==> config.mk <==
export PLATFORM = sky130hd
export DESIGN_NAME = target_placement_ctrl
export DESIGN_NICKNAME = d
export VERILOG_FILES = /design/src/rtl/snake_pkg.sv /design/src/rtl/target_placement_ctrl.sv
export SDC_FILE = /design/constraint.sdc
export NUM_CORES = 1
export LEC_CHECK = 0
export ABC_AREA = 1
export CORE_MARGIN = 5
export CORE_UTILIZATION = 54
export CTS_CLUSTER_DIAMETER = 100
export DETAILED_ROUTE_END_ITERATION = 12
export MAX_ROUTING_LAYER = met4
export PLACE_DENSITY = 0.86
export SLEW_MARGIN = 20
export SYNTH_ARGS = -nofsm -noshare
export SYNTH_HDL_FRONTEND = slang
export SYNTH_SLANG_ARGS = --single-unit
export TNS_END_PERCENT = 1
==> constraint.sdc <==
create_clock -name CLK -period 5.1 [get_ports CLK]
set_clock_uncertainty 0.05 [all_clocks]
set_input_delay 1.53 -clock CLK [delete_from_list [all_inputs] [get_ports CLK]]
set_output_delay 1.53 -clock CLK [all_outputs]
set_load 0.02 [all_outputs]
==> src/rtl/snake_pkg.sv <==
// Shared constants and state encoding for the snake target placement logic.
// Screen geometry, segment store sizing and the placement FSM states.
package snake_pkg;

    localparam int H_LIMIT   = 160;
    localparam int V_LIMIT   = 120;
    localparam int H_DEFAULT = 80;
    localparam int V_DEFAULT = 60;
    localparam int MAX_LEN   = 32;
    localparam int MAX_TRIES = 8;

    localparam int H_W       = 8;
    localparam int V_W       = 7;
    localparam int SEG_IDX_W = $clog2(MAX_LEN);
    localparam int LEN_W     = SEG_IDX_W + 1;
    localparam int TRY_W     = $clog2(MAX_TRIES + 1);

    typedef enum logic [2:0] {
        IDLE   = 3'd0,
        SAMPLE = 3'd1,
        RANGE  = 3'd2,
        READ   = 3'd3,
        CMP    = 3'd4,
        REJECT = 3'd5,
        COMMIT = 3'd6
    } state_t;

    // Lengths beyond the segment store size are treated as a full store.
    function automatic logic [LEN_W-1:0] clamp_len(input logic [LEN_W-1:0] len);
        return (len > LEN_W'(MAX_LEN)) ? LEN_W'(MAX_LEN) : len;
    endfunction

endpackage

==> src/rtl/target_placement_ctrl.sv <==
// Places a new snake target: samples the random generator, rejects off-screen or
// body-occupied candidates, retries a bounded number of times, then commits.
module target_placement_ctrl
    import snake_pkg::*;
(
    input  logic                 CLK,
    input  logic                 RESET,
    input  logic                 TARGET_REACHED,
    input  logic [H_W-1:0]       RAND_H,
    input  logic [V_W-1:0]       RAND_V,
    input  logic [LEN_W-1:0]     SNAKE_LENGTH,
    output logic [SEG_IDX_W-1:0] SEG_RD_ADDR,
    input  logic [H_W-1:0]       SEG_H,
    input  logic [V_W-1:0]       SEG_V,
    output logic [H_W-1:0]       TARGET_ADDR_H,
    output logic [V_W-1:0]       TARGET_ADDR_V,
    output logic                 TARGET_VALID,
    output logic                 BUSY,
    output logic                 PLACED
);

    state_t                 state_reg, state_next;
    logic [H_W-1:0]         cand_h_reg, cand_h_next;
    logic [V_W-1:0]         cand_v_reg, cand_v_next;
    logic [LEN_W-1:0]       len_reg, len_next;
    logic [TRY_W-1:0]       try_reg, try_next;
    logic [SEG_IDX_W-1:0]   idx_reg, idx_next;
    logic [H_W-1:0]         tgt_h_reg, tgt_h_next;
    logic [V_W-1:0]         tgt_v_reg, tgt_v_next;
    logic                   valid_reg, valid_next;

    always_ff @(posedge CLK or posedge RESET) begin
        if (RESET) begin
            state_reg  <= IDLE;
            cand_h_reg <= H_W'(H_DEFAULT);
            cand_v_reg <= V_W'(V_DEFAULT);
            len_reg    <= '0;
            try_reg    <= '0;
            idx_reg    <= '0;
            tgt_h_reg  <= H_W'(H_DEFAULT);
            tgt_v_reg  <= V_W'(V_DEFAULT);
            valid_reg  <= 1'b1;
        end else begin
            state_reg  <= state_next;
            cand_h_reg <= cand_h_next;
            cand_v_reg <= cand_v_next;
            len_reg    <= len_next;
            try_reg    <= try_next;
            idx_reg    <= idx_next;
            tgt_h_reg  <= tgt_h_next;
            tgt_v_reg  <= tgt_v_next;
            valid_reg  <= valid_next;
        end
    end

    always_comb begin
        state_next  = state_reg;
        cand_h_next = cand_h_reg;
        cand_v_next = cand_v_reg;
        len_next    = len_reg;
        try_next    = try_reg;
        idx_next    = idx_reg;
        tgt_h_next  = tgt_h_reg;
        tgt_v_next  = tgt_v_reg;
        valid_next  = valid_reg;

        case (state_reg)
            IDLE: begin
                if (TARGET_REACHED) begin
                    valid_next = 1'b0;
                    try_next   = '0;
                    len_next   = clamp_len(SNAKE_LENGTH);
                    state_next = SAMPLE;
                end
            end
            SAMPLE: begin
                cand_h_next = RAND_H;
                cand_v_next = RAND_V;
                if (try_reg < TRY_W'(MAX_TRIES)) begin
                    try_next = try_reg + TRY_W'(1);
                end
                state_next = RANGE;
            end
            RANGE: begin
                if (cand_h_reg >= H_W'(H_LIMIT) || cand_v_reg >= V_W'(V_LIMIT)) begin
                    state_next = REJECT;
                end else if (len_reg == '0) begin
                    state_next = COMMIT;
                end else begin
                    idx_next   = '0;
                    state_next = READ;
                end
            end
            // Segment store has a registered read port: data lands one cycle later.
            READ: begin
                state_next = CMP;
            end
            CMP: begin
                if (SEG_H == cand_h_reg && SEG_V == cand_v_reg) begin
                    state_next = REJECT;
                end else if ({1'b0, idx_reg} == len_reg - LEN_W'(1)) begin
                    state_next = COMMIT;
                end else begin
                    idx_next   = idx_reg + SEG_IDX_W'(1);
                    state_next = READ;
                end
            end
            REJECT: begin
                if (try_reg < TRY_W'(MAX_TRIES)) begin
                    state_next = SAMPLE;
                end else begin
                    // Out of tries: fall back to screen centre without an occupancy check.
                    cand_h_next = H_W'(H_DEFAULT);
                    cand_v_next = V_W'(V_DEFAULT);
                    state_next  = COMMIT;
                end
            end
            COMMIT: begin
                tgt_h_next = cand_h_reg;
                tgt_v_next = cand_v_reg;
                valid_next = 1'b1;
                state_next = IDLE;
            end
            default: begin
                state_next = IDLE;
            end
        endcase
    end

    assign SEG_RD_ADDR   = idx_reg;
    assign TARGET_ADDR_H = tgt_h_reg;
    assign TARGET_ADDR_V = tgt_v_reg;
    assign TARGET_VALID  = valid_reg;
    assign BUSY          = (state_reg != IDLE);
    assign PLACED        = (state_reg == COMMIT);

endmodule
## Word level (Yosys, flattened, before mapping)

Index checks and enable logic that the tools add are counted.

- Register bits after elaboration: 49

- Add/sub/neg operators: 3
- Order comparisons: 4
- Equal/unequal tests: 16
- Mux-type cells: 22
- Reduce and logical (&&, ||, !) cells: 14

Operator list:

| kind | count |
|---|---|
| two-way mux 5 bit | 4 |
| two-way mux 3 bit | 6 |
| case mux 3 bit (6 select lines) | 1 |
| case mux 8 bit (2 select lines) | 1 |
| != test 2 bit (second input constant) | 7 |
| case mux 7 bit (2 select lines) | 1 |
| case mux 5 bit (2 select lines) | 1 |
| == test 3 bit (second input constant) | 3 |
| == test 8 bit | 1 |
| greater-or-equal comparator 8 bit (second input constant) | 1 |
| two-way mux 4 bit | 2 |
| two-way mux 8 bit | 1 |
| case mux 4 bit (2 select lines) | 1 |
| nonzero test 2 bit | 4 |
| == test 7 bit | 1 |
| greater-or-equal comparator 7 bit (second input constant) | 1 |
| two-way mux 7 bit | 1 |
| == test 3 x 2 -> 1 bit (second input constant) | 2 |
| == test 5 x 6 -> 1 bit | 1 |
| > comparator 6 bit (second input constant) | 1 |
| zero test 6 bit | 1 |
| two-way mux 6 bit | 1 |
| AND reduction 2 bit | 3 |
| subtractor 6 x 1 -> 6 bit (second input constant) | 1 |
| other kinds (12) | 12 |

## Depth between registers and ports, before layout

Gate-level depths: netlist of the first run.

- Depth in word-level cells: 5
- Gate-level depth with buffers: 13

## Least setup slack after synthesis of the first run

No wires, ideal clock.

- Kind: register -> output
- Start point: reg state_reg[1]
- End point: out PLACED
- Data arrival time: 1.001 ns
- Data required time: 3.520 ns
- Path slack: 2.519 ns
- Cell stages (with the launch flop): 4
- Cells stage by stage: dfrtp_1 -> nand3_1 -> clkbuf_1 -> inv_1

- Longest elaborated chain between the ends: 1

Ends and longest elaborated chain:

| element | RTL line | source |
|---|---|---|
| start, declared | target_placement_ctrl.sv:22 | `state_t state_reg, state_next;` |
| start signal, assigned | target_placement_ctrl.sv:44 | `state_reg <= state_next;` |
| == test 3 bit | target_placement_ctrl.sv:135 | `assign PLACED = (state_reg == COMMIT);` |
| end, declared | target_placement_ctrl.sv:19 | `output logic PLACED` |

No other way between the ends.

## Final worst setup path of the first run

Same ends and word-level chain as after synthesis.

==> summary.md, run 1 <==
| Metric | Value |
|---|---|
| Reg clk slew, reported paths | `90 ps` |
| PnR Total Power | `between 0.0015 and 0.002 W` |
| Core box area | `4720 sq um` |
| Reg2reg start | `state_reg[1]$_DFFE_PP0P_` |
| Unique masters post-synth | `32` |
| CTS resizes | `0` |
| Worst hold path class | `reg2reg` |
| Hold Fails Final Rpt | `0` |
| CTS tree | `yes` |
| IO Pins | `just over 60` |
| Clk buf depth | `2` |
| Final worst-path cycle share | `64.3%` |
| Postcts setup bufs | `0` |
| Layout area overhead | `29.5%` |
| Row cnt | `25` |
| N_diodes | `0` |
| CP Launch Type | `flop` |
| Largest net degree at the start of global routing | `50` |
| Mapped Avg Cell Area | `approximately 7.6 sq um` |
| RSZ-0062 raised after global routing | `false` |
| Routed vias/inst | `just over 5` |
| Min Tclk post-route | `~3300 ps` |
| Tightest Pin Transition | `809 ps` |
| Final ANT Viol Nets | `0` |
| Worst IR drop on VDD | `0.302 mV` |
| Number of synthesized flops with an enable pin | `0` |
| Design Area, Final | `between 3000 and 4000 sq um` |
| Final WL | `between 6 and 7 mm` |
| Min-Delay Startpoint | `TARGET_VALID$_DFFE_PP1P_` |
| Post-DP Area | `3320 sq um` |
| Worst Setup End Kind | `output port` |
| Die width | `79.9 um` |
| GRT Util Overall | `22.5%` |
| Total Neg Setup Slack | `0 ps` |
| Pwr dens | `between 500 and 600 nW/um^2` |
| Crit Path Max Fanout | `6` |
| First element of the critical path | `state_reg[1]$_DFFE_PP0P_` |
| Clock Latency Late Sink | `310 ps` |
| Hold Slack | `422 ps` |
| Initial DRC count | `149` |
| DP HPWL | `4.80 mm` |
| Die area | `6390 sq um` |
| Detailed-route DRC error count | `0` |
| CTS sink cnt | `49` |
| Congestion Overflow GR | `0` |
| Share of cells above drive strength 1 | `15.0%` |
| Layout fillers | `356` |
| Total CTS buffers | `5` |
| Leakage power figure | `1.63 nW` |
| Cells after Synth | `347` |
| Max-slew headroom | `between 40 and 50%` |
| Hold_buf cts | `0` |
| Cell count after placement | `471` |
| H-tree depth reported by CTS | `2` |
| Ys async rst share | `100%` |
| WP data arrival | `1700 ps` |
| WS Path Type | `reg2out` |
| FF+latch area | `1240 sq um` |
| Max cap viols | `0` |
| Die Ht | `79.9 um` |
| Synth warn | `0` |
| Gpl congestion | `0.889` |
| Vias in the first global route | `2427` |
| Area of the multi-input gates | `1170 sq um` |
| First-pass GRT wire length | `10.8 mm` |
| Max Transition Viols Final | `0` |
| Post-synthesis sequential area ratio | `47.0%` |
| Post-DR wirelength/cell | `13.0 um` |
| Syn nets | `between 300 and 400` |
| #FFs+latches synth | `49` |
| Root Buffer Master | `clkbuf_8` |
| Worst path required time | `3520 ps` |
| Syn Std Cell Area | `between 2000 and 3000 sq um` |
| Fmax achieved | `0.305 GHz` |
| Initial Util | `55.9%` |
| Setup violations, final | `0` |
| Outcome | `finished clean` |
| Port Buffers | `61` |
| Non-Filler Instances | `479` |
| TritonRoute pass-1 iters | `4` |
| Top_reg_cell synth | `dfrtp_1` |
| Via Count | `around 2400` |
| Nets | `454` |
| Initial antenna violation count | `0` |
placed cells by master (no fill, tap or decap), types with 2 or more instances in the layout:
cell	instances
xor2_1	3
nand3_1	22
dfstp_2	13
nand2_2	6
dfrtp_1	36
o21ai_1	20
clkbuf_8	6
nand4_1	3
nor3_1	2
o21ai_0	24
nor2_1	22
inv_1	32
nand2_4	2
clkinv_2	2
nand3_2	2
nand2_1	106
buf_4	2
ha_1	4
nor2_2	5
a21oi_1	7
inv_2	18
xnor2_1	3
clkdlybuf4s50_1	61
per-layer routing:
layer  GRT usage [%]  routed length (um)
met1            26.1                2520
met5               -                   0
met4            8.45                 142
met2            37.9                3250
met3            5.08                 314
cells in the mapped netlist (2+ instances only):
| cell | count | area share (%) |
|---|---|---|
| nand2_1 | 106 | 15 |
| dfrtp_1 | 36 | 34 |
| inv_1 | 33 | 4.7 |
| o21ai_0 | 24 | 4.5 |
| nand3_1 | 22 | 4.2 |
| nor2_1 | 22 | 3.1 |
| o21ai_1 | 20 | 3.8 |
| inv_2 | 18 | 2.6 |
| dfstp_2 | 13 | 13 |
| a21oi_1 | 7 | 1.3 |
| nand2_2 | 6 | 1.4 |
| nor2_2 | 5 | 1.2 |
| ha_1 | 4 | 1.9 |
| clkbuf_1 | 3 | 0.43 |
| nand4_1 | 3 | 0.71 |
| xnor2_1 | 3 | 0.99 |
| xor2_1 | 3 | 0.99 |
| buf_2 | 2 | 0.38 |
| nand2_4 | 2 | 0.85 |
| nand3_2 | 2 | 0.76 |
| nor3_1 | 2 | 0.38 |
cells by family (layout without fill, tap and decap cells):
logic type / count (synthesis) / in the layout / share of synthesized area, %
AO/OA/AOI/OAI: 54 / 54 / 10.9
buffers and inverters: 59 / 124 / 8.72
flip-flops: 49 / 49 / 47.0
AND/OR/NAND/NOR: 175 / 175 / 29.4
XOR/XNOR: 6 / 6 / 1.99
adder cells (fa/ha/maj): 4 / 4 / 1.89
metrics by stage:
| stage | util, % | setup slack (ps) |
|---|---|---|
| after global routing | 72.4 | 1750 |
| after floorplan | - | 2370 |
| after detailed placement | 70.3 | 1950 |
| after CTS | 72.4 | 1820 |
| after global placement | 70.3 | 2040 |
| final | 72.4 | 1820 |
worst max-delay path: stages (launching register included):
cell and delay [ps]:
dfrtp_1 520, nand3_1 180, inv_1 90, clkdlybuf4s50_1 600
power breakdown:
part / switching, W / internal [W]
registers: 0.000133 / 0.000592
logic: 0.000583 / 0.000390
clock network: 0.000131 / 0.000110
final timing paths:
check                                                   to  slack, ps  cells after the start
worst max-delay path                                PLACED       1820                      3
worst min-delay path              TARGET_VALID$_DFFE_PP1P_        420                      2
worst max register to register   cand_h_reg[6]$_DFFE_PP1P_       3050                      5
worst min register to register    TARGET_VALID$_DFFE_PP1P_        420                      2
max in group asynchronous       SEG_RD_ADDR[0]$_DFFE_PP0P_       2890                      2
min in group asynchronous           try_reg[1]$_DFFE_PP0P_       1610                      2
final cells by class:
cell class / instances / share of cell area, %
inverters: 53 / 5.93
well taps: 67 / 2.45
clock inverters: 2 / 0.402
clock buffers: 6 / 2.41
flip-flops and latches: 49 / 36.3
multi-input cells: 239 / 34.2
repair buffers: 63 / 18.3
No activity file was read; power rests on OpenSTA's default activity.
==> run 2: changes to the inputs <==
--- a/config.mk
+++ b/config.mk
@@ -7,11 +7,11 @@
 export LEC_CHECK = 0
 export ABC_AREA = 1
 export CORE_MARGIN = 5
-export CORE_UTILIZATION = 54
+export CORE_UTILIZATION = 50
 export CTS_CLUSTER_DIAMETER = 100
 export DETAILED_ROUTE_END_ITERATION = 12
 export MAX_ROUTING_LAYER = met4
-export PLACE_DENSITY = 0.86
+export PLACE_DENSITY = 0.8
 export SLEW_MARGIN = 20
 export SYNTH_ARGS = -nofsm -noshare
 export SYNTH_HDL_FRONTEND = slang
==> constraint.sdc (replaced) <==
create_clock -name CLK -period 3.2 [get_ports CLK]
set_clock_uncertainty 0.05 [all_clocks]
set_input_delay 0.96 -clock CLK [delete_from_list [all_inputs] [get_ports CLK]]
set_output_delay 0.96 -clock CLK [all_outputs]
set_load 0.02 [all_outputs]
==> run 2 against run 1 <==
Core utilization decreased by 5.0 points. Sequential cell count unchanged. Clock power increased by 82%. Total power increased by 60%. Highest routed layer unchanged.
==> summary.md, run 2 (synthesized netlist as in run 1, its figures left out) <==
| Metric | Value |
|---|---|
| Clk pwr share | `14.1% (+1.7 points)` |
| Slowest stage delay, CP | `630 ps (+30 ps)` |
| Min Tclk post-route | `2680 ps` |
| Postcts setup bufs | `0 (unchanged)` |
| Crit Path Max Fanout | `6 (unchanged)` |
| GRT Util Overall | `19.8% (-2.7 points)` |
| IO Pins | `62 (unchanged)` |
| DP HPWL | `4.50 mm (-6.2%)` |
| Largest net degree at the start of global routing | `50 (unchanged)` |
| Layout area overhead | `30.3%` |
| Initial DRC count | `153 (+2.7%)` |
| Row cnt | `26 (+4.0%)` |
| Clock Latency Late Sink | `310 ps (about the same)` |
| Total CTS buffers | `5 (unchanged)` |
| Switching share of power | `42.3% (-1.4 points)` |
| Final worst-path cycle share | `83.8%` |
| Area of the multi-input gates | `1170 sq um (unchanged)` |
| Post-DR wirelength/cell | `12.2 um (-6.3%)` |
| Max cap viols | `0 (unchanged)` |
| CTS resizes | `0 (unchanged)` |
| Layout fillers | `451 (+27%)` |
| Worst hold path class | `reg2reg` |
| Nets | `455 (+0.22%)` |
| Max Transition Viols Final | `0 (unchanged)` |
| Die Ht | `82.7 um (+3.4%)` |
| N_diodes | `0 (unchanged)` |
| Commonest non-fill, non-tap cell in the layout | `nand2_1` |
| Pwr dens | `904 nW/um^2 (+59%)` |
| Port Buffers | `61 (unchanged)` |
| CP Launch Type | `flop` |
| Leakage power figure | `1.64 nW (+0.56%)` |
| Worst Setup End Kind | `output port` |
| Root Buffer Master | `clkbuf_8` |
| Final ANT Viol Nets | `0 (unchanged)` |
| RSZ-0062 raised after global routing | `false` |
| CP delay by family, top | `buffers and inverters` |
| WP data arrival | `1670 ps (-30 ps)` |
| CTS tree | `yes` |
| CTS sink cnt | `49 (unchanged)` |
| Gpl congestion | `0.875 (-1.6%)` |
| Worst IR drop on VDD | `0.444 mV (+47%)` |
| Detailed-route DRC error count | `0 (unchanged)` |
| Initial antenna violation count | `0 (unchanged)` |
| WP buf/inv | `2 (unchanged)` |
| Vias in the first global route | `2261 (-6.8%)` |
| Via Count | `2356 (-2.8%)` |
| Setup violations, final | `0 (unchanged)` |
| Seq pwr share | `37.0% (-0.4 points)` |
| PnR Total Power | `0.00311 W (+60%)` |
| Routed vias/inst | `4.88 (-3.6%)` |
| First-pass GRT wire length | `10.0 mm (-7.7%)` |
| Initial Util | `51.7% (-4.2 points)` |
| Hold_buf cts | `0 (unchanged)` |
| Outcome | `finished clean` |
| Dpl ws | `666 ps (-1290 ps)` |
| H-tree depth reported by CTS | `2 (unchanged)` |
| Final setup margin | `517 ps (-1300 ps)` |
| Core box area | `5110 sq um (+8.1%)` |
| Slowest cell on crit path | `clkdlybuf4s50_1` |
| Worst path required time | `2190 ps (-1330 ps)` |
| Int Power | `0.00180 W (+64%)` |
| Die area | `6840 sq um (+7.0%)` |
| Switching pwr | `0.00131 W (+55%)` |
| Share of cells above drive strength 1 | `15.0% (-0.036 points)` |
| Congestion Overflow GR | `0 (unchanged)` |
| Comb pwr share | `48.9% (-1.3 points)` |
| WS Path Type | `reg2out` |
| Total Neg Setup Slack | `0 ps (unchanged)` |
| Die width | `82.7 um (+3.4%)` |
| Worst-path cell chain | `nand3_1 -> inv_1 -> clkdlybuf4s50_1` |
| Fmax achieved | `0.373 GHz` |
| TritonRoute pass-1 iters | `4 (unchanged)` |
| Most frequent cells in the layout | `nand2_1 (106), clkdlybuf4s50_1 (61), dfrtp_1 (36)` |
| Clk buf depth | `2 (unchanged)` |
| FF+latch area | `1240 sq um (unchanged)` |
| Reg clk slew, reported paths | `100 ps (about the same)` |
| Max-slew headroom | `52.7% (+6.7 points)` |
| Final WL | `5.88 mm (-5.5%)` |
| Hold Fails Final Rpt | `0 (unchanged)` |
| Tightest Pin Transition | `707 ps (-101 ps)` |
[run 2: changes by cell type in the layout (fill, tap and decap cells not counted)]
cell / delta
clkinv_2: -1
clkbuf_8: -1
buf_4: +1
inv_2: +1
clkbuf_1: +1
bufinv_16: +1
clkinv_4: -1
[run 2: cell type report]
cell class | count | area share [%]
clock inverters | 2 | 1.02
clock buffers | 6 | 2.11
repair buffers | 64 | 18.4
inverters | 53 | 5.85
well taps | 70 | 2.55
multi-input cells | 239 | 34.0
flip-flops and latches | 49 | 36.1
[run 2: path summary, 6_finish.rpt]
path / slack [ps] / from / cells after the start / end
max: 520 / state_reg[1]$_DFFE_PP0P_ / 3 / PLACED
min: 420 / TARGET_VALID$_DFFE_PP1P_ / 2 / TARGET_VALID$_DFFE_PP1P_
max reg2reg: 1160 / state_reg[1]$_DFFE_PP0P_ / 5 / cand_h_reg[6]$_DFFE_PP1P_
min reg2reg: 420 / TARGET_VALID$_DFFE_PP1P_ / 2 / TARGET_VALID$_DFFE_PP1P_
max in group asynchronous: 1590 / RESET / 3 / SEG_RD_ADDR[3]$_DFFE_PP0P_
min in group asynchronous: 1080 / RESET / 3 / cand_h_reg[2]$_DFFE_PP0P_
[run 2: metal layers]
layer	up-vias	share of wire [%]	global-route usage (%)
met5	-	0	-
met3	13	4.1	2.93
li1	1232	-	-
met4	0	2.0	7.52
met1	1065	45	24.4
met2	46	49	32.9
[run 2: power by group through the flow]
| stage | clock, W | sequential, W | combinational [W] |
|---|---|---|---|
| after floorplan | 0 | 0.00126 | 0.000923 |
| after global placement | 0 | 0.00115 | 0.00149 |
| after detailed placement | 0 | 0.00116 | 0.00153 |
| after CTS | 0.000446 | 0.00115 | 0.00153 |
| after global routing | 0.000470 | 0.00119 | 0.00171 |
| final | 0.000438 | 0.00115 | 0.00152 |
[run 2: tightest hold or removal path, cell delays in order (launching register included)]
cell and delay [ps]:
dfstp_2 370, nand2_1 50, nand2_1 40
[run 2: metrics by stage]
| stage | utilization, % | instances | hold WS [ps] | area, sq um |
|---|---|---|---|---|
| 2_1_floorplan | - | 347 | 413 | 2640 |
| 6_report | 67.4 | 483 | 416 | 3440 |
| 5_1_grt | 67.4 | 483 | 458 | 3440 |
| 3_3_place_gp | 65.3 | 475 | 405 | 3330 |
| 3_5_place_dp | 65.3 | 475 | 405 | 3330 |
| 4_1_cts | 67.4 | 483 | 419 | 3440 |
==> run 3: changes to the inputs <==
--- a/config.mk
+++ b/config.mk
@@ -7,11 +7,11 @@
 export LEC_CHECK = 0
 export ABC_AREA = 1
 export CORE_MARGIN = 5
-export CORE_UTILIZATION = 50
+export CORE_UTILIZATION = 45
 export CTS_CLUSTER_DIAMETER = 100
 export DETAILED_ROUTE_END_ITERATION = 12
 export MAX_ROUTING_LAYER = met4
-export PLACE_DENSITY = 0.8
+export PLACE_DENSITY = 0.76
 export SLEW_MARGIN = 20
 export SYNTH_ARGS = -nofsm -noshare
 export SYNTH_HDL_FRONTEND = slang
==> constraint.sdc (replaced) <==
create_clock -name CLK -period 2.3 [get_ports CLK]
set_clock_uncertainty 0.05 [all_clocks]
set_input_delay 0.69 -clock CLK [delete_from_list [all_inputs] [get_ports CLK]]
set_output_delay 0.69 -clock CLK [all_outputs]
set_load 0.02 [all_outputs]
==> run 3 against run 2 <==
Sequential cell count is the same. Clock-buffer cell count is the same. Largest power group unchanged. Die area grew 9.7%. Worst hold slack gained 12 ps. Cell count grew 1.9%.
==> summary.md, run 3 (synthesized netlist as in run 1, its figures left out) <==
| Metric | Value |
|---|---|
| Outcome | `finished clean` |
| Initial Util | `45.4% (-6.3 points)` |
| Worst IR drop on VDD | `0.605 mV (+36%)` |
| Reg-to-reg setup timing slack | `380 ps (-780 ps)` |
| Min Tclk post-route | `between 2000 and 2500 ps` |
| WP buf/inv | `1 (-1)` |
| Final WL | `6.07 mm (+3.2%)` |
| Initial antenna violation count | `0 (unchanged)` |
| Reg2reg start | `len_reg[0]$_DFFE_PP0P_` |
| Largest net degree at the start of global routing | `50 (unchanged)` |
| Min-Delay Startpoint | `TARGET_VALID$_DFFE_PP1P_` |
| Max cap viols | `0 (unchanged)` |
| Final setup margin | `85.9 ps (-431 ps)` |
| Die width | `86.6 um (+4.8%)` |
| CTS tree | `yes` |
| Crit Path Max Fanout | `2 (-4)` |
| Routed vias/inst | `4.83 (-0.91%)` |
| Total CTS buffers | `5 (unchanged)` |
| CP delay by family, top | `buffers and inverters` |
| Non-Filler Instances | `492 (+1.9%)` |
| IO Pins | `62 (unchanged)` |
| Row cnt | `28 (+7.7%)` |
| CTS resizes | `2 (+2)` |
| Clk buf depth | `2 (unchanged)` |
| GRT Util Overall | `17.6% (-2.1 points)` |
| Cell count after placement | `484 (+1.9%)` |
| Layout fillers | `545 (+21%)` |
| Reg-to-reg endpoint | `SEG_RD_ADDR[0]$_DFFE_PP0P_` |
| Die Ht | `86.6 um (+4.8%)` |
| Nets | `459 (+0.88%)` |
| Post-DR wirelength/cell | `12.3 um (+1.3%)` |
| Core box area | `5820 sq um (+14%)` |
| Leakage power figure | `1.67 nW (+1.6%)` |
| Postcts setup bufs | `0 (unchanged)` |
| Slowest cell on crit path | `clkdlybuf4s50_1` |
| Congestion Overflow GR | `0 (unchanged)` |
| Fmax achieved | `~0.45 GHz` |
| Detailed-route DRC error count | `0 (unchanged)` |
| Most frequent cells in the layout | `nand2_1 (106), clkdlybuf4s50_1 (59), dfrtp_1 (36)` |
| Layout area overhead | `31.7%` |
| Tightest Pin Transition | `489 ps (-219 ps)` |
| Max-slew headroom | `67.2% (+14 points)` |
| WS Path Type | `reg2out` |
| Share of cells above drive strength 1 | `16.1% (+1.1 points)` |
| Initial DRC count | `134 (-12%)` |
| Max Transition Viols Final | `0 (unchanged)` |
| Worst-path cell chain | `clkdlybuf4s50_1` |
| Total Neg Setup Slack | `0 ps (unchanged)` |
| Final worst-path cycle share | `between 90% and 100%` |
| Worst Hold Path EP | `TARGET_VALID$_DFFE_PP1P_` |
| Area of the multi-input gates | `1170 sq um (unchanged)` |
| Gpl congestion | `0.848 (-3.2%)` |
| Worst Setup End Kind | `output port` |
| CTS sink cnt | `49 (unchanged)` |
| Dpl ws | `66.3 ps (-599 ps)` |
| Clock Latency Late Sink | `300 ps (about the same)` |
| DP HPWL | `4.72 mm (+4.9%)` |
| Die area | `7500 sq um (+9.7%)` |
| Pwr dens | `1240 nW/um^2 (+37%)` |
| Worst path required time | `1560 ps (-630 ps)` |
| Setup violations, final | `0 (unchanged)` |
| Port Buffers | `61 (unchanged)` |
| First element of the critical path | `TARGET_ADDR_V[3]$_DFFE_PP1P_` |
| Root Buffer Master | `clkbuf_8` |
| Final ANT Viol Nets | `0 (unchanged)` |
| Util after Layout | `59.8% (-7.5 points)` |
| WP data arrival | `1470 ps (-200 ps)` |
| N_diodes | `0 (unchanged)` |
| H-tree depth reported by CTS | `2 (unchanged)` |
| Reg clk slew, reported paths | `100 ps (about the same)` |
| Hold_buf cts | `0 (unchanged)` |
| Via Count | `2378 (+0.93%)` |
| Slowest stage delay, CP | `620 ps (about the same)` |
| RSZ-0062 raised after global routing | `false` |
| Worst hold path class | `reg2reg` |
| TritonRoute pass-1 iters | `4 (unchanged)` |
| Vias in the first global route | `2361 (+4.4%)` |
| CP Launch Type | `flop` |
| Commonest non-fill, non-tap cell in the layout | `nand2_1` |
| Hold Fails Final Rpt | `0 (unchanged)` |
| Hold path cells | `2 (unchanged)` |
| FF+latch area | `1240 sq um (unchanged)` |
| Worst r2r path cells | `13 (+8)` |
| First-pass GRT wire length | `10.5 mm (+5.1%)` |
==> run 3: cell count changes in the layout (fill, tap and decap cells not counted), sizes merged <==
cell / previous run / this run
inv: 52 / 53
bufinv: 1 / 0
buf: 3 / 7
dlygate4sd2: 0 / 2
clkdlybuf4s50: 61 / 59
==> run 3: how the worst max path moves through the flow <==
stage	to	slack, ps	cells after the start
2_1_floorplan	SEG_RD_ADDR[0]$_DFFE_PP0P_	410	1
3_3_place_gp	SEG_RD_ADDR[2]$_DFFE_PP0P_	110	13
3_5_place_dp	SEG_RD_ADDR[1]$_DFFE_PP0P_	70	13
4_1_cts	TARGET_ADDR_V[3]	70	1
5_1_grt	TARGET_ADDR_V[3]	50	1
6_report	TARGET_ADDR_V[3]	90	1
==> run 3: stage by stage <==
| stage | instance area (sq um) | hold WS (ps) | total power (W) |
|---|---|---|---|
| 3_5_place_dp | 3380 | 411 | 0.00379 |
| 5_1_grt | 3480 | 450 | 0.00467 |
| 6_report | 3480 | 428 | 0.00430 |
| 2_1_floorplan | 2640 | 413 | 0.00304 |
| 3_3_place_gp | 3380 | 408 | 0.00371 |
| 4_1_cts | 3480 | 432 | 0.00434 |
==> run 3: metal layers <==
layer | vias up | part of all wire (%) | GRT usage [%] | wire [um]
met2 | 45 | 51 | 30.5 | 3100
met1 | 1092 | 44 | 21.8 | 2670
met3 | 10 | 3.3 | 2.19 | 198
met4 | 0 | 1.7 | 4.67 | 104
li1 | 1231 | - | - | -
met5 | - | 0 | - | 0
==> run 3: where the power goes <==
part	total (W)	internal, W	leakage [nW]	switching (W)
sequential	0.00159	0.00131	0.593	0.000283
clock	0.000542	0.000250	0.0518	0.000292
combinational	0.00216	0.000883	1.02	0.00128
total	0.00430	0.00244	1.67	0.00186
==> run 3: layout make-up <==
cell class                      count  area share (%)
Inverter                           53            5.79
Timing Repair Buffer               68            19.3
Multi-Input combinational cell    239            33.6
Clock inverter                      2           0.503
Sequential cell                    49            35.7
Clock buffer                        6            2.37
Tap cell                           75            2.70
